==> src/rtl/logic_display_scan_ctrl.sv <==
// logic_display_scan_ctrl
// ---------------------------------------------------------------------------
// Capture-and-render sequencer for the 4-channel logic analyzer display.
// An arm pulse starts an acquisition. The block then waits for a rising or
// falling edge on the selected probe channel and records DEPTH (88) 4-bit
// samples into a register buffer. It then scans the 96x64 panel row-major,
// presenting one pixel at a time to the OLED driver over valid/ready.
//
// Ports
//   clk, rst           : system clock, asynchronous active-high reset
//   probe_in[3:0]      : probe channels (already synchronous to clk)
//   sample_tick        : one-cycle capture strobe
//   arm                : starts an acquisition from IDLE
//   trig_ch[1:0]       : channel watched for the trigger edge
//   trig_rise          : 1 = rising-edge trigger, 0 = falling-edge trigger
//   px_x/px_y          : current pixel column/row
//   px_sample[3:0]     : buffer entry for column px_x (0 inside label zone)
//   px_valid/px_ready  : pixel handshake towards the driver
//   frame_start        : high with pixel (0,0) until it is accepted
//   frame_done         : one-cycle pulse on acceptance of the last pixel
//   busy               : high in ARMED, CAPTURE and RENDER
//
// Build option
//   LA_AUTO_REARM_EN   : when defined, the block re-enters ARMED after each
//                        frame and loops continuously. When undefined, it
//                        returns to IDLE and needs a new arm pulse.
// ---------------------------------------------------------------------------
module logic_display_scan_ctrl (
  input  logic       clk,
  input  logic       rst,
  input  logic [3:0] probe_in,
  input  logic       sample_tick,
  input  logic       arm,
  input  logic [1:0] trig_ch,
  input  logic       trig_rise,
  output logic [6:0] px_x,
  output logic [5:0] px_y,
  output logic [3:0] px_sample,
  output logic       px_valid,
  input  logic       px_ready,
  output logic       frame_start,
  output logic       frame_done,
  output logic       busy
);

  localparam int SCREEN_W = 96;
  localparam int SCREEN_H = 64;
  localparam int LABEL_W  = 8;
  localparam int DEPTH    = SCREEN_W - LABEL_W;

  localparam logic [6:0] X_LAST   = 7'(SCREEN_W - 1);
  localparam logic [5:0] Y_LAST   = 6'(SCREEN_H - 1);
  localparam logic [6:0] X_LABEL  = 7'(LABEL_W);
  localparam logic [6:0] WR_LAST  = 7'(DEPTH - 1);

  typedef enum logic [1:0] {
    S_IDLE    = 2'd0,
    S_ARMED   = 2'd1,
    S_CAPTURE = 2'd2,
    S_RENDER  = 2'd3
  } state_e;

  state_e     state_q, state_d;
  logic       prev_q, prev_d;
  logic       prev_valid_q, prev_valid_d;
  logic [6:0] wr_idx_q, wr_idx_d;
  logic [6:0] px_x_q, px_x_d;
  logic [5:0] px_y_q, px_y_d;
  logic [3:0] px_sample_q, px_sample_d;
  logic       px_valid_q, px_valid_d;
  logic       frame_start_q, frame_start_d;
  logic       frame_done_q, frame_done_d;
  logic       busy_q, busy_d;

  // Sample buffer: not reset, only meaningful once a capture has completed.
  logic [3:0] buf_q [DEPTH];
  logic       buf_we_s;
  logic [6:0] buf_waddr_s;
  logic [3:0] buf_wdata_s;

  // Pixel that follows the one currently presented.
  logic [6:0] nx_x_s;
  logic [5:0] nx_y_s;
  logic [6:0] rd_idx_s;
  logic [3:0] nx_sample_s;

  logic       trig_now_s;
  logic       trig_edge_s;
  logic       last_px_s;
  logic       accept_s;

  // Trigger edge detection on the selected channel.
  always_comb begin
    trig_now_s = probe_in[trig_ch];
    if (trig_rise) begin
      trig_edge_s = !prev_q && trig_now_s;
    end else begin
      trig_edge_s = prev_q && !trig_now_s;
    end
  end

  // Next scan position and the buffer entry that belongs to it.
  always_comb begin
    if (px_x_q == X_LAST) begin
      nx_x_s = 7'd0;
      nx_y_s = px_y_q + 6'd1;
    end else begin
      nx_x_s = px_x_q + 7'd1;
      nx_y_s = px_y_q;
    end
    if (nx_x_s >= X_LABEL) begin
      rd_idx_s    = nx_x_s - X_LABEL;
      nx_sample_s = buf_q[rd_idx_s];
    end else begin
      rd_idx_s    = 7'd0;
      nx_sample_s = 4'h0;
    end
    last_px_s = (px_x_q == X_LAST) && (px_y_q == Y_LAST);
    accept_s  = px_valid_q && px_ready;
  end

  // Next-state and output-register logic for the sequencer.
  always_comb begin
    state_d       = state_q;
    prev_d        = prev_q;
    prev_valid_d  = prev_valid_q;
    wr_idx_d      = wr_idx_q;
    px_x_d        = px_x_q;
    px_y_d        = px_y_q;
    px_sample_d   = px_sample_q;
    px_valid_d    = px_valid_q;
    frame_start_d = frame_start_q;
    frame_done_d  = 1'b0;
    buf_we_s      = 1'b0;
    buf_waddr_s   = wr_idx_q;
    buf_wdata_s   = probe_in;

    case (state_q)
      S_IDLE: begin
        prev_valid_d = 1'b0;
        wr_idx_d     = 7'd0;
        if (arm) begin
          state_d = S_ARMED;
        end else begin
          state_d = S_IDLE;
        end
      end

      S_ARMED: begin
        if (sample_tick) begin
          prev_d       = trig_now_s;
          prev_valid_d = 1'b1;
          // The first tick after arming only primes prev, so it can never fire.
          if (prev_valid_q && trig_edge_s) begin
            buf_we_s    = 1'b1;
            buf_waddr_s = 7'd0;
            wr_idx_d    = 7'd1;
            state_d     = S_CAPTURE;
          end else begin
            state_d = S_ARMED;
          end
        end else begin
          state_d = S_ARMED;
        end
      end

      S_CAPTURE: begin
        if (sample_tick) begin
          buf_we_s = 1'b1;
          wr_idx_d = wr_idx_q + 7'd1;
          if (wr_idx_q == WR_LAST) begin
            // Buffer full: present (0,0) on the very next cycle.
            state_d       = S_RENDER;
            wr_idx_d      = 7'd0;
            px_x_d        = 7'd0;
            px_y_d        = 6'd0;
            px_sample_d   = 4'h0;
            px_valid_d    = 1'b1;
            frame_start_d = 1'b1;
          end else begin
            state_d = S_CAPTURE;
          end
        end else begin
          state_d = S_CAPTURE;
        end
      end

      S_RENDER: begin
        if (accept_s) begin
          frame_start_d = 1'b0;
          if (last_px_s) begin
            px_valid_d   = 1'b0;
            frame_done_d = 1'b1;
            px_x_d       = 7'd0;
            px_y_d       = 6'd0;
            px_sample_d  = 4'h0;
            prev_valid_d = 1'b0;
`ifdef LA_AUTO_REARM_EN
            state_d      = S_ARMED;
`else
            state_d      = S_IDLE;
`endif
          end else begin
            px_x_d      = nx_x_s;
            px_y_d      = nx_y_s;
            px_sample_d = nx_sample_s;
            state_d     = S_RENDER;
          end
        end else begin
          state_d = S_RENDER;
        end
      end

      default: begin
        state_d       = S_IDLE;
        prev_valid_d  = 1'b0;
        wr_idx_d      = 7'd0;
        px_valid_d    = 1'b0;
        frame_start_d = 1'b0;
      end
    endcase

    busy_d = (state_d != S_IDLE);
  end

  // State and output registers.
  always_ff @(posedge clk or posedge rst) begin
    if (rst) begin
      state_q       <= S_IDLE;
      prev_q        <= 1'b0;
      prev_valid_q  <= 1'b0;
      wr_idx_q      <= 7'd0;
      px_x_q        <= 7'd0;
      px_y_q        <= 6'd0;
      px_sample_q   <= 4'h0;
      px_valid_q    <= 1'b0;
      frame_start_q <= 1'b0;
      frame_done_q  <= 1'b0;
      busy_q        <= 1'b0;
    end else begin
      state_q       <= state_d;
      prev_q        <= prev_d;
      prev_valid_q  <= prev_valid_d;
      wr_idx_q      <= wr_idx_d;
      px_x_q        <= px_x_d;
      px_y_q        <= px_y_d;
      px_sample_q   <= px_sample_d;
      px_valid_q    <= px_valid_d;
      frame_start_q <= frame_start_d;
      frame_done_q  <= frame_done_d;
      busy_q        <= busy_d;
    end
  end

  // Sample buffer write port.
  always_ff @(posedge clk) begin
    if (buf_we_s) begin
      buf_q[buf_waddr_s] <= buf_wdata_s;
    end
  end

  assign px_x        = px_x_q;
  assign px_y        = px_y_q;
  assign px_sample   = px_sample_q;
  assign px_valid    = px_valid_q;
  assign frame_start = frame_start_q;
  assign frame_done  = frame_done_q;
  assign busy        = busy_q;

endmodule

==> config.mk <==
export PLATFORM = sky130hd
export DESIGN_NAME = logic_display_scan_ctrl
export DESIGN_NICKNAME = d
export VERILOG_FILES = /design/src/rtl/logic_display_scan_ctrl.sv
export SDC_FILE = /design/constraint.sdc
export NUM_CORES = 1
export LEC_CHECK = 0
export ABC_AREA = 0
export BUFFER_PORTS_ARGS = -buffer_cell sky130_fd_sc_hd__buf_2
export CAP_MARGIN = 20
export CORE_ASPECT_RATIO = 0.7
export CORE_MARGIN = 4
export CORE_UTILIZATION = 60
export CTS_CLUSTER_DIAMETER = 60
export DETAILED_ROUTE_END_ITERATION = 7
export MAX_ROUTING_LAYER = met4
export PLACE_DENSITY = 0.77
export RECOVER_POWER = 100
export SKIP_LAST_GASP = 1
export SYNTH_ARGS = -nofsm -noshare
export SYNTH_HDL_FRONTEND = slang
export SYNTH_SLANG_ARGS = --single-unit
==> constraint.sdc <==
create_clock -name clk -period 4.3 [get_ports clk]
set_input_delay 0.43 -clock clk [delete_from_list [all_inputs] [get_ports clk]]
set_output_delay 0.43 -clock clk [all_outputs]
set_load 0.1 [all_outputs]
-- Word level (Yosys, flattened, before mapping)
Memories as Yosys holds them, arrays and structs flattened.
Index checks and enable logic that the tools add are counted.
- register bits after elaboration: 32
- RAM bits: 352
- bits of input ports: 12
- word-level logic and storage cells: 104
- memories: 1
- memories (name ; words ; width ; read ports ; clocked after Yosys merged registers in ; write ports ; RTL line ; source):
    buf_q ; 88 ; 4 ; 1 ; 0 ; 1 ; 76 ; logic [3:0] buf_q [DEPTH];
- add/subtract/negate cells: 4
- magnitude comparators: 2
- equal/unequal tests: 13
- muxes and demuxes: 55
- reductions and logical operators: 18
- operators with widths (kind ; number):
    7-bit 2-to-1 mux ; 12
    6-bit 2-to-1 mux ; 5
    7-bit case mux with 3 select lines ; 1
    4-bit 2-to-1 mux ; 5
    1-bit 2-to-1 mux ; 18
    7-bit by 1-bit adder with 7-bit output (second input constant) ; 2
    7-bit equality test (second input constant) ; 2
    7-bit case mux with 2 select lines ; 1
    2-bit != test (second input constant) ; 6
    6-bit case mux with 2 select lines ; 1
    4-bit AND reduction ; 3
    2-bit 2-to-1 mux ; 5
    5-bit AND reduction ; 2
    2-bit case mux with 4 select lines ; 1
    4-bit case mux with 2 select lines ; 1
    7-bit by 4-bit >= comparator with 1-bit output (second input constant) ; 1
    7-bit by 4-bit subtractor with 7-bit output (second input constant) ; 1
    6-bit by 1-bit adder with 6-bit output (second input constant) ; 1
    6-bit equality test (second input constant) ; 1
    1-bit case mux with 2 select lines ; 3
    3-bit nonzero test ; 2
    1-bit logical AND ; 5
    2-bit equality test (second input constant) ; 2
    2-bit nonzero test ; 2
    other kinds (8) ; 9

-- Depth between registers and ports, before layout
Gate-level depths: netlist of run 1.
- depth after elaboration: 11
- depth in mapped cells: 16
- depth with buffers taken out: 12

-- Worst setup path before layout of run 1
Ideal clock, no wire load.
- path kind: register to register
- start point: reg px_x_q[1] (netlist: px_x[1])
- end point: reg px_sample_q[2] (netlist: px_sample[2])
- library setup time: 0.096 ns
- arrival: 3.828 ns
- required time: 4.204 ns
- path slack: 0.376 ns
- stages on the path, launching flop included: 16
- path through: dfrtp_1 > ha_1 > buf_6 > and4b_1 > buf_6 > o21ai_1 > inv_1 > buf_4 > ha_1 > buf_1 > nand4b_1 > or4_1 > nand4_1 > o21ai_0 > o311a_1 > a311oi_2
- cells in the longest elaborated chain, start to end: 8
- elaborated cells between the ends (all ways): 11
- classes of those cells: add/sub (2); order compare (1); eq/ne (1); mux (5); reduce/logical (1); memory (1)
- RTL lines (what ; RTL line ; source):
    from (decl) ; 67 ; logic [6:0] px_x_q, px_x_d;
    from (signal assigned) ; 245 ; px_x_q <= px_x_d;
    7-bit by 1-bit adder with 7-bit output / 7-bit equality test (equally long branches) ; 108, 104, 118 ;
    7-bit 2-to-1 mux ; 104 ; if (px_x_q == X_LAST) begin
    7-bit by 4-bit subtractor with 7-bit output ; 112 ; rd_idx_s = nx_x_s - X_LABEL;
    memory read 88 x 4 bit ; -- ;
    4-bit 2-to-1 mux ; 111 ; if (nx_x_s >= X_LABEL) begin
    4-bit 2-to-1 mux * ; 191 ; if (last_px_s) begin
    4-bit 2-to-1 mux * ; 189 ; if (accept_s) begin
    4-bit case mux with 2 select lines * ; 138 ; case (state_q)
    to (signal assigned) ; 247 ; px_sample_q <= px_sample_d;
    to (decl) ; 69 ; logic [3:0] px_sample_q, px_sample_d;
Every way passes the cells marked *; elsewhere a longest branch is shown, timed or not. The select of a mux whose other input is x is not followed.
A chain may end at the register's enable or synchronous reset.

-- Worst setup path after layout of run 1
- start point: reg px_x_q[0] (netlist: px_x[0])
- end point: reg px_sample_q[1] (netlist: px_sample[1])
The elaborated chain is that of the path after synthesis.

==> results of run 1 <==
==> through the flow <==
stage | worst slack [ps] | util [%]
final | 319 | 66.9
after CTS | 503 | 67.2
after global routing | 113 | 66.9
after detailed placement | 494 | 62.7
after floorplan | 376 | -
after global placement | 674 | 62.7
==> cells in the mapped netlist (4+ instances only) <==
master / instances / area (um^2)
a32o_1: 4 / 40.0
a22o_1: 5 / 43.8
and2_1: 7 / 43.8
mux4_2: 26 / 586
a21oi_1: 29 / 145
a31oi_1: 12 / 75.1
mux4_1: 6 / 158
nand3_1: 44 / 220
inv_1: 14 / 52.6
o221a_2: 5 / 56.3
buf_1: 5 / 18.8
and3_1: 8 / 50.1
o21ai_0: 28 / 140
o31ai_1: 4 / 30.0
nand2_1: 136 / 510
nor2b_1: 12 / 75.1
buf_2: 18 / 90.1
clkbuf_1: 39 / 146
nand2b_1: 6 / 37.5
nor3_1: 29 / 145
nor2_1: 139 / 522
and3b_1: 21 / 184
buf_6: 8 / 90.1
a211oi_1: 11 / 82.6
xor2_1: 5 / 43.8
ha_1: 9 / 113
mux2i_1: 86 / 861
a221oi_1: 8 / 70.1
buf_4: 10 / 75.1
o221ai_1: 5 / 43.8
nor4_1: 4 / 25.0
nand4_1: 18 / 113
dfrtp_1: 32 / 801
a211o_1: 7 / 61.3
edfxtp_1: 352 / 10600
or3_1: 16 / 100
a32oi_1: 8 / 70.1
o22ai_1: 11 / 68.8
a222oi_1: 8 / 80.1
o311ai_0: 16 / 140
==> per-layer routing <==
layer	wire, um	share of wire, %
met1	19300	40
met2	20700	43
met3	7060	15
met4	1300	2.7
met5	0	0
==> cell families after synthesis <==
kind of cell | Yosys count | share of synthesized area, %
XOR/XNOR | 9 | 0.556
flip-flops | 384 | 64.7
AND/OR/NAND/NOR | 462 | 12.6
multiplexers | 121 | 9.33
buffers and inverters | 99 | 3.21
AO/OA/AOI/OAI | 207 | 8.88
adder cells (fa/ha/maj) | 9 | 0.641
==> critical path: stages (launching register included) <==
cell and delay [ps]:
dfrtp_2 400, clkbuf_4 270, clkbuf_2 750, a21oi_2 750
clkbuf_2 460, nand2_1 240, o221a_2 340, o21ai_0 180
a221o_1 220, o22a_1 140, a211oi_1 80
==> how the worst min path moves through the flow <==
stage,startpoint,to,depth (start not counted)
6_report,arm,state_q[0]$_DFF_PP0_,3
5_1_grt,arm,state_q[0]$_DFF_PP0_,3
4_1_cts,arm,state_q[0]$_DFF_PP0_,3
3_5_place_dp,frame_start$_DFFE_PP0P_,frame_start$_DFFE_PP0P_,2
3_3_place_gp,frame_start$_DFFE_PP0P_,frame_start$_DFFE_PP0P_,2
2_1_floorplan,prev_q$_DFFE_PP0P_,prev_q$_DFFE_PP0P_,1
==> final cells by class <==
class / instances / share of cell area, %
inverters: 14 / 0.272
well taps: 378 / 2.45
clock inverters: 16 / 0.991
multi-input cells: 808 / 29.1
flip-flops and latches: 384 / 58.9
repair buffers: 79 / 2.68
clock buffers: 52 / 5.57
diodes: 2 / 0.0259
==> power by group through the flow <==
stage / clock (mW) / combinational (mW) / sequential, mW
finish: 3.40 / 2.49 / 4.13
global placement: 0 / 2.40 / 4.20
global route: 3.59 / 2.62 / 4.13
CTS: 3.42 / 2.46 / 4.13
detailed placement: 0 / 2.43 / 4.21
floorplan: 0 / 1.66 / 4.27
==> repair_timing <==
item	in CTS	in global routing
hold endpoints to repair	18	0
setup endpoints to repair	0	0
hold buffers	1	0
==> state kept, by name (all words and copies together) (netlist names), 2 cells and up <==
| register | flops |
|---|---|
| state_q | 2 |
| px_x | 7 |
| wr_idx_q | 7 |
| px_y | 6 |
| buf_q | 352 |
| px_sample | 4 |
==> impl.org, run 1 <==
** Status
- Status :: complete, but fails checks
- The final reports fail on capacitance limit, slew limit.

** Power
- Net Sw Frac :: 30.1%
- Dividing total power by cell area gives a power density of 519 nW/um^2.
- Part of the power in the clock network :: 33.9%
- Total chip power :: 10.0 mW
- Share of power burned in registers :: between 40% and 50%
- Combinational logic burns about a quarter of the power.
- The internal portion of the total power is between 7 and 8 mW.
- The analysis attributes to net switching a power of between 3 and 4 mW.
- VDD IR max :: 0.410 mV
- The analysis attributes to cell leakage a power of 6.65 nW.

** Clocking
- CTS saw about 380 sinks.
- Count of cells resized by post-cts repair :: 0
- TritonCTS clock tree :: done
- The later pin in the worst-skew pair is clocked with a latency of 540 ps.
- The H-tree generated during clock tree synthesis spans 2 levels.
- In this run the clock root is driven by a clkbuf_16.
- Reg clk slew, reported paths :: 70 ps
- CTS buffer count :: 37
- Deepest clock path buffer count :: 3
- Post-CTS timing repair inserted 0 buffers for setup.

** Drt
- The detail route stage leaves a number of antenna-violating nets equal to 0.
- The final route contains between 10000 and 15000 vias.
- Routed length per placed instance :: approximately 28 um
- For this run, the detailed router's first-pass iteration total came to 7.
- For this run, design rule violations remaining after detail routing come to 0.
- For this block, the initial DRC count from the detailed router was just under 2000.
- Dividing the detail-routed via count by the number of cells gives 6.84.
- Wires add up to a little under 50000 um.

** Placement
- Quantity of I/O buffers inserted on ports :: 32
- The congestion estimate from routability-driven global placement came to 0.985.
- Placed Area :: between 15000 and 20000 um^2
- The number of placed instances, taps included, is 1662.
- DP Wirelength :: 31300 um

** Synthesis
- Counting distinct cell types in the post-synthesis netlist gives 84.
- After technology mapping, the gate count stands at approximately 1300.
- Number of flops mapped to enable cells by yosys :: around 350
- Total number of yosys warnings :: 0
- Synthesized Nets :: approximately 1300
- After synthesis the netlist holds a flip-flop and latch count of 384.
- Sequential-to-total area share from yosys stat :: around 65%
- After synthesis the cells add up to about 18000 um^2.
- FFs w/ async S/R, synth :: 8.33%
- Syn_area_per_cell :: between 10 and 15 um^2
- Among all flip-flop cells after synthesis, the most frequent one is edfxtp_1.

** Global routing
- Entering global routing, the biggest net connects 89 pins.
- For met2 alone, demand over resource in global routing was approximately 43%.
- The first global-routing pass estimated approximately 72000 um of wire.
- Vias in the first global route :: around 11000
- Met3 track demand over resource in global routing :: a little over 9%
- After global routing the overflow that remains totals 0.
- For met1 alone, demand over resource in global routing was ~46%.
- Initial antenna violation count :: 1
- Aggregate global-route resource usage :: a little under a third
- met1 is the most crowded layer.

** Critical path
- The startpoint identified for the worst register-to-register timing path is px_x[0]$_DFFE_PP0P_.
- Register-to-register setup slack :: approximately 320 ps
- Setup Crit Path Kind :: reg -> reg
- Data on the critical path is required at its endpoint by 4700 ps.
- STA classifies the critical path startpoint as a flip-flop.
- R2R Path End :: px_sample[1]$_DFFE_PP0P_
- For the worst flop-to-flop path, the logic depth is 10.
- The critical path ends at px_sample[1]$_DFFE_PP0P_.
- Worst-path maximum fanout :: 62
- The worst setup path is captured at a flip-flop.
- Arrival time at the worst endpoint :: around 4400 ps
- Tracing the worst setup path back leads to its startpoint at px_x[0]$_DFFE_PP0P_.

** Die
- The core region is around 29000 um^2.
- The initialized floorplan defines 52 standard-cell rows.
- During I/O placement, the number of pins put on the boundary was 33.
- The die is 151 um tall.
- The die is ~210 um wide.
- The die covers about 32000 um^2.
- The initial utilization of the core area, before any placement, comes to 60.8%.

** Worst hold path
- Type of the worst min-delay path :: in -> reg

** Cells and area
- The library cell used most frequently in the layout, excluding fill and tap cells, is edfxtp_1.
- Count of filler cells inserted in the layout :: between 2000 and 2500
- Footprint of the multi-input gates :: roughly 5600 um^2
- Leaving out fill and tap cells, the most frequent cells in the layout are edfxtp_1, nor2_1, nand2_1.
- Final Non-Filler Cells :: 1733
- Final layout net count :: about 1300
- Final instance area :: around 19000 um^2
- Area growth from synthesis to layout :: 9.97%
- Cells with a size suffix above 1 make up roughly 11% of the layout.
- Registers take 11400 um^2.

** Job
- Max-cap violations in this run came to 4.

** STA
- Tightest Pin Transition :: ~2000 ps
- Final count of pins violating max slew :: 250
- Measured against its own limit, the worst slew margin works out to -36.1%.
- Fin Hold WS :: between 100 and 150 ps
- Subtracting the final worst setup slack from the clock period gives 3980 ps.
- The final hold violation count came to 0.
- Summed over all failing endpoints, the final setup total negative slack is 0 ps.
- Post-route fraction of the period consumed by the critical path :: between 90 and 100%
- Setup repair after global routing left no endpoint under its margin.
- Static timing analysis puts the maximum clock frequency at around 250 MHz.
- The clock arrives with around 24 ps of skew.
- Setup violations remaining at the end of the flow were counted as 0.
Power figures use the tool's default switching activity.
==> run 2, diff against run 1 <==
--- a/config.mk
+++ b/config.mk
@@ -8,7 +8,7 @@
 export ABC_AREA = 0
 export BUFFER_PORTS_ARGS = -buffer_cell sky130_fd_sc_hd__buf_2
 export CAP_MARGIN = 20
-export CORE_ASPECT_RATIO = 0.7
+export CORE_ASPECT_RATIO = 1.4
 export CORE_MARGIN = 4
 export CORE_UTILIZATION = 60
 export CTS_CLUSTER_DIAMETER = 60
==> run 2 against run 1 <==
  * The run still ends with capacitance limit, slew limit left
  * Non-clock buffer count down 4
  * Setup slack better by 220 ps
  * Power down 1.8%
  * Die area about the same
  * Critical path type unchanged
  * Critical endpoint is now px_sample[2]$_DFFE_PP0P_
==> impl.org, run 2 (synthesis gave the netlist of run 1 again) <==
** Global routing
- Aggregate global-route resource usage :: 31.1% (-0.19 points)
- Total congestion overflow after global routing :: 0 (unchanged)
- The number of global-route vias before repair came to 11800 (+5.0%).
- First-pass GRT wire length :: 73800 um (+2.3%)
- Pin count of the biggest net entering global routing :: 89 (unchanged)
- The number of antenna violations at the first check in global routing was 0 (-1).

** Critical path
- The required time at the endpoint of the critical path came to 4740 ps (+40 ps).
- The worst setup path is captured at a flip-flop.
- Launching element type of the critical path :: flip-flop
- By startpoint and endpoint, the worst setup path is classified as reg -> reg.
- The cell count of the worst reg-to-reg path came to 14 (+4).
- Worst-path maximum fanout :: 30 (-52%)
- The startpoint identified for the worst register-to-register timing path is px_x[0]$_DFFE_PP0P_.
- The critical path starts at px_x[0]$_DFFE_PP0P_.
- Arrival time at the worst endpoint :: 4200 ps (-180 ps)

** STA
- Final period demand of the worst path :: 3760 ps (-220 ps)
- Final count of pins violating max slew :: 387 (+55%)
- RSZ-0062 raised after global routing :: false
- Hold violation count in the final report :: 0 (unchanged)
- The worst slew margin relative to its limit came to -37.1% (-1.0 points).
- Timing-limited maximum frequency :: 266 MHz (+5.9%)
- Worst clock skew on the final layout :: 14.0 ps (-9.94 ps)
- Setup TNS :: 0 ps (unchanged)
- Tightest Pin Transition :: 2060 ps (+15.4 ps)
- Final setup viols :: 0 (unchanged)
- Post-route fraction of the period consumed by the critical path :: 87.5% (-5.1 points)

** Cells and area
- The share of cells above drive strength 1 came to 11.1% (-0.29 points).
- Leaving out fill and tap cells, the most frequent cell in the layout is edfxtp_1.
- Final instance area :: 19200 um^2 (-0.62%)
- Number of flip-flops under the largest register name :: 352 (unchanged)
- Count of filler cells inserted in the layout :: 2043 (+0.20%)
- Final layout net count :: 1339 (-0.45%)
- Counting flops per register, the top entry is buf_q.
- The top cell types in the final layout, fill and taps aside, are edfxtp_1, nor2_1, nand2_1.
- Area growth from synthesis to layout :: 9.28%

** Power
- The static leakage came to 6.60 nW (-0.70%).
- The total chip power was 9.84 mW (-1.8%).
- VDD IR max :: 0.422 mV (+2.9%)
- The power per cell area was 513 nW/um^2 (-1.2%).

** Die
- The x dimension of the die came to 153 um (-28%).
- The count of pins on the block boundary was 33 (unchanged).
- Initial core utilization :: 61.2% (+0.44 points)
- Row count :: 73 (+40%)
- Core area :: 28700 um^2 (-0.72%)
- The overall die height came to 210 um (+39%).
- Die Outline Area :: 32100 um^2 (about the same)

** Clocking
- Post-CTS setup repair buffer count :: 0 (unchanged)
- The post-cts gate resize count was 0 (unchanged).
- The number of hold buffers added after CTS is 0 (-1).
- Clock root cell :: clkbuf_16
- The maximum level of the CTS H-tree was 2 (unchanged).
- The clock network latency to the later pin of the worst-skew pair came to 530 ps (about the same).
- Deepest clock path buffer count :: 3 (unchanged)
- TritonCTS built the clock tree.
- The sink count of the clock tree came to 384 (unchanged).
- CTS buffer count :: 35 (-5.4%)
- The clock-pin slew on the worst setup and hold paths was 70 ps (about the same).

** Status
- Violated checks :: capacitance limit, slew limit
- The run finished, with violations left.

** Drt
- Detailed router's first-iteration violation count :: 1398 (-28%)
- The detailed-routing iteration count for the pre-antenna-repair pass is 6 (-1).
- The via count came to 11900 (+0.56%).
- The post-detailed-route DRC marker count came to 0 (unchanged).
- Number of antenna-violating nets in the routed design :: 0 (unchanged)
- Vias per cell :: 6.93 (+1.3%)
- Detailed Route WL :: 48300 um (-0.14%)
- The routed wirelength normalized by instance count was 28.1 um (+0.62%).

** Job
- Max-cap violation count :: 5 (+1)

** Placement
- Placed Area :: 18000 um^2 (-0.44%)
- Quantity of I/O buffers inserted on ports :: 32 (unchanged)
- The final weighted congestion of routability-driven global placement is 0.940 (-4.5%).
- DP Wirelength :: 31000 um (-1.1%)

** Worst hold path
- Number of cells traversed by the worst hold path :: 3 (unchanged)
- In this run the most critical hold path is launched from arm.
- Type of the worst min-delay path :: in -> reg
==> run 2: critical path, cell delays in order, from the launching register on <==
cell and delay [ps]:
dfrtp_2 360, buf_4 350, and4b_1 250, nor2_1 50
o21ai_1 70, clkbuf_2 420, inv_1 120, ha_1 320
buf_4 240, a2111oi_0 390, a31oi_1 80, nand4_1 210
o21ai_0 140, o311a_1 390, a311oi_2 270
==> run 2: per-layer routing <==
layer  track usage, %  wire length [um]
met1             37.6             16400
met3             4.87              4520
met4             14.0              2530
met2             52.1             24800
met5                -                 0
==> run 2: path summary, 6_finish.rpt <==
check	endpoint	slack (ps)
min in group asynchronous	px_sample[3]$_DFFE_PP0P_	630
worst max-delay path	px_sample[2]$_DFFE_PP0P_	540
worst max register to register	px_sample[2]$_DFFE_PP0P_	540
worst min-delay path	state_q[0]$_DFF_PP0_	150
worst min register to register	frame_start$_DFFE_PP0P_	520
max in group asynchronous	px_x[0]$_DFFE_PP0P_	2380
==> run 2: where the power goes <==
part	internal [mW]	total [mW]	leakage, nW	switching [mW]
registers	4.11	4.13	3.60	0.0241
clock network	1.98	3.31	0.596	1.32
logic	0.854	2.40	2.41	1.54
total	6.95	9.84	6.60	2.89
==> run 2: layout make-up <==
type / count / area, um^2 / share of cell area [%]
diodes: 2 / 5.00 / 0.0261
clock buffers: 41 / 898 / 4.68
clock inverters: 21 / 309 / 1.61
inverters: 14 / 52.6 / 0.274
multi-input cells: 808 / 5630 / 29.3
flip-flops and latches: 384 / 11400 / 59.3
well taps: 375 / 469 / 2.44
repair buffers: 75 / 453 / 2.36
==> run 2: stage by stage <==
step / instances / utilization [%] / hold WS (ps) / worst slack (ps)
floorplan: 1291 / - / 494 / 376
global placement: 1654 / 62.9 / 488 / 726
detailed placement: 1655 / 62.9 / 504 / 698
CTS: 1717 / 67.1 / 5.27 / 683
global route: 1718 / 66.9 / 162 / 362
finish: 1720 / 66.9 / 151 / 539
==> run 3, diff against run 2 <==
--- a/config.mk
+++ b/config.mk
@@ -7,7 +7,6 @@
 export LEC_CHECK = 0
 export ABC_AREA = 0
 export BUFFER_PORTS_ARGS = -buffer_cell sky130_fd_sc_hd__buf_2
-export CAP_MARGIN = 20
 export CORE_ASPECT_RATIO = 1.4
 export CORE_MARGIN = 4
 export CORE_UTILIZATION = 60
==> constraint.sdc (replaced) <==
create_clock -name clk -period 4.3 [get_ports clk]
set_input_delay 0.43 -clock clk [delete_from_list [all_inputs] [get_ports clk]]
set_output_delay 0.43 -clock clk [all_outputs]
set_load 0.005 [all_outputs]
==> run 3 against run 2 <==
  * Setup slack improved by 11 ps
  * Clock skew is 2.8 ps higher
  * Hold slack gained 8.8 ps
  * Die area is the same
  * The flow still finishes with violations (capacitance limit, slew limit)
  * Combinational power down 5%
  * First-iteration DRC count increased by 8.9%
  * Wire length fell by 1.0%
  * Register-to-register slack is essentially flat
  * Fmax up 0.30%
==> impl.org, run 3 (synthesis gave the netlist of run 1 again) <==
** Die
- Width of the die :: 153 um (unchanged)
- Row count :: 73 (unchanged)
- Initial core utilization :: 61.2% (unchanged)
- Core area :: 28700 um^2 (unchanged)
- Die Outline Area :: 32100 um^2 (unchanged)
- The overall die height was 210 um (unchanged).
- The count of pins on the block boundary is 33 (unchanged).

** Power
- VDD IR max :: 0.408 mV (-3.3%)
- Total chip power :: 9.48 mW (-3.6%)
- Pwr per Cell Area :: 497 nW/um^2 (-3.0%)
- Static leakage power :: 6.60 nW (about the same)

** Cells and area
- Most frequent cells in the layout :: edfxtp_1, nor2_1, nand2_1
- Largest register by flop count :: buf_q
- Most common cell after layout, fill and taps aside :: edfxtp_1
- Post-layout util :: 66.5% (-0.42 points)
- Number of inserted diodes :: 0 (-2)
- Count of filler cells inserted in the layout :: 2020 (-1.1%)
- The share of cells above drive strength 1 came to 12.0% (+0.91 points).
- The filler-free cell count of the finished design was 1716 (-0.23%).
- Compared with the post-synthesis result, the final layout area differs by 8.59%.
- Number of flip-flops under the largest register name :: 352 (unchanged)
- Final layout net count :: 1338 (-0.075%)

** Critical path
- Register-to-register setup slack :: 550 ps (about the same)
- The endpoint identified for the worst register-to-register timing path is px_sample[2]$_DFFE_PP0P_.
- In this run the worst setup path terminates at px_sample[2]$_DFFE_PP0P_.
- Crit end category :: flip-flop
- Worst-case reg-to-reg path depth :: 14 (unchanged)
- Startpoint of the lowest-slack register-to-register path :: px_x[0]$_DFFE_PP0P_
- Data required time at the worst endpoint :: 4740 ps (about the same)
- The data arrival time at the worst-slack endpoint is 4190 ps (about the same).
- Launching element type of the critical path :: flip-flop
- Setup Crit Path Kind :: reg -> reg
- The maximum fanout encountered on the critical timing path is 30 (unchanged).
- Critical path launch point :: px_x[0]$_DFFE_PP0P_

** STA
- Fin Hold WS :: 160 ps (+8.83 ps)
- Worst slew margin relative to its limit :: -37.3% (-0.12 points)
- Hold violation count in the final report :: 0 (unchanged)
- Setup repair after global routing left no endpoint under its margin.
- The measured slew at the worst slew-check pin came to 2060 ps (+1.80 ps).
- Final period demand of the worst path :: 3750 ps (-11.3 ps)
- The clock skew is 16.8 ps (+2.81 ps).
- The setup TNS is 0 ps (unchanged).
- Timing-limited maximum frequency :: 267 MHz (+0.30%)
- The final period utilization was 87.2% (-0.26 points).
- Final setup viols :: 0 (unchanged)
- Final count of pins violating max slew :: 387 (unchanged)

** Drt
- Vias :: 11900 (-0.25%)
- Detailed router's first-iteration violation count :: 1522 (+8.9%)
- Number of search-and-repair iterations in the first detailed-routing pass :: 5 (-1)
- The routed wirelength normalized by instance count was 27.8 um (-0.81%).
- Vias per cell :: 6.93 (about the same)
- Number of antenna-violating nets in the routed design :: 0 (unchanged)
- DRC violation count after routing :: 0 (unchanged)
- Detailed Route WL :: 47800 um (-1.0%)

** Status
- Status :: complete, but fails checks
- The final reports fail on capacitance limit, slew limit.

** Global routing
- Vias in the first global route :: 11800 (-0.40%)
- Aggregate global-route resource usage :: 30.7% (-0.39 points)
- Total congestion overflow after global routing :: 0 (unchanged)
- First-pass GRT wire length :: 72700 um (-1.5%)
- The pin count of the biggest net entering global routing was 89 (unchanged).
- Initial antenna violation count :: 0 (unchanged)

** Placement
- Quantity of I/O buffers inserted on ports :: 32 (unchanged)
- The post-DP HPWL is 30900 um (-0.44%).
- # placed instances :: 1654 (-0.060%)
- RePlAce Congestion :: 0.940 (unchanged)

** Job
- Max-cap violation count :: 5 (unchanged)

** Clocking
- Deepest clock path buffer count :: 3 (unchanged)
- The maximum level of the CTS H-tree came to 2 (unchanged).
- The total CTS buffers is 35 (unchanged).
- The clock-pin slew on the worst setup and hold paths was 70 ps (about the same).
- Post-CTS setup repair buffer count :: 0 (unchanged)
- Count of cells resized by post-cts repair :: 0 (unchanged)
- TritonCTS clock tree :: done
- Clock latency at the later pin of the worst-skew pair :: 540 ps (about the same)
- The cell sitting at the root of the clock tree is a clkbuf_16.
- TritonCTS sink count :: 384 (unchanged)

** Worst hold path
- Number of cells traversed by the worst hold path :: 3 (unchanged)
- Type of the worst min-delay path :: in -> reg
run 3: cell count changes in the layout (fill, tap and decap cells not counted), sizes merged:
cell	previous run	this run
clkbuf	76	58
buf	40	54
bufinv	8	3
clkinvlp	0	3
diode	2	0
inv	15	17
clkinv	12	13
dlygate4sd3	0	1
run 3: worst min-delay path by stage:
stage | start | endpoint | slack [ps]
2_1_floorplan | frame_start$_DFFE_PP0P_ | frame_start$_DFFE_PP0P_ | 490
3_3_place_gp | frame_start$_DFFE_PP0P_ | frame_start$_DFFE_PP0P_ | 490
3_5_place_dp | frame_start$_DFFE_PP0P_ | frame_start$_DFFE_PP0P_ | 500
4_1_cts | probe_in[3] | buf_q[44][3]$_DFFE_PP_ | 130
5_1_grt | arm | state_q[0]$_DFF_PP0_ | 170
6_report | arm | state_q[0]$_DFF_PP0_ | 160
run 3: through the flow:
step	worst slack, ps	instance area [um^2]
detailed placement	709	18000
finish	550	19100
global route	300	19100
global placement	726	18000
floorplan	958	17600
CTS	683	19100
run 3: worst max-delay path, stage by stage (launching register included):
cell	delay, ps
dfrtp_2	360
buf_4	340
and4b_1	250
nor2_1	50
o21ai_1	80
clkbuf_2	430
inv_1	120
ha_1	320
buf_4	240
a2111oi_0	400
a31oi_1	80
nand4_1	190
o21ai_0	130
o311a_1	370
a311oi_1	270
run 3: final cells by class:
cell class	instances	area (um^2)	share of cell area, %
Sequential cell	384	11400	59.6
Multi-Input combinational cell	808	5610	29.4
Clock inverter	22	205	1.08
Tap cell	375	469	2.46
Clock buffer	39	901	4.72
Inverter	14	52.6	0.276
Timing Repair Buffer	74	457	2.39
run 3: where the power goes:
group | total, mW | switching, mW | internal, mW | leakage (nW)
registers | 4.13 | 0.0241 | 4.11 | 3.60
logic | 2.29 | 1.45 | 0.844 | 2.46
clock network | 3.06 | 1.35 | 1.71 | 0.542
total | 9.48 | 2.83 | 6.66 | 6.60
run 3: what timing repair did:
action / in CTS / in global routing
hold buffers: 1 / 0
setup endpoints to repair: 0 / 0
endpoints found under the hold margin: 4 / 0
run 3: per-layer routing:
layer / part of all wire [%] / vias to the layer above / global-route usage [%] / routed length, um
met5: 0 / - / - / 0
met4: 5.7 / 0 / 14.5 / 2700
met3: 9.4 / 186 / 5.34 / 4500
met2: 50 / 732 / 50.8 / 24100
met1: 34 / 5909 / 37.0 / 16500
li1: - / 5060 / - / -
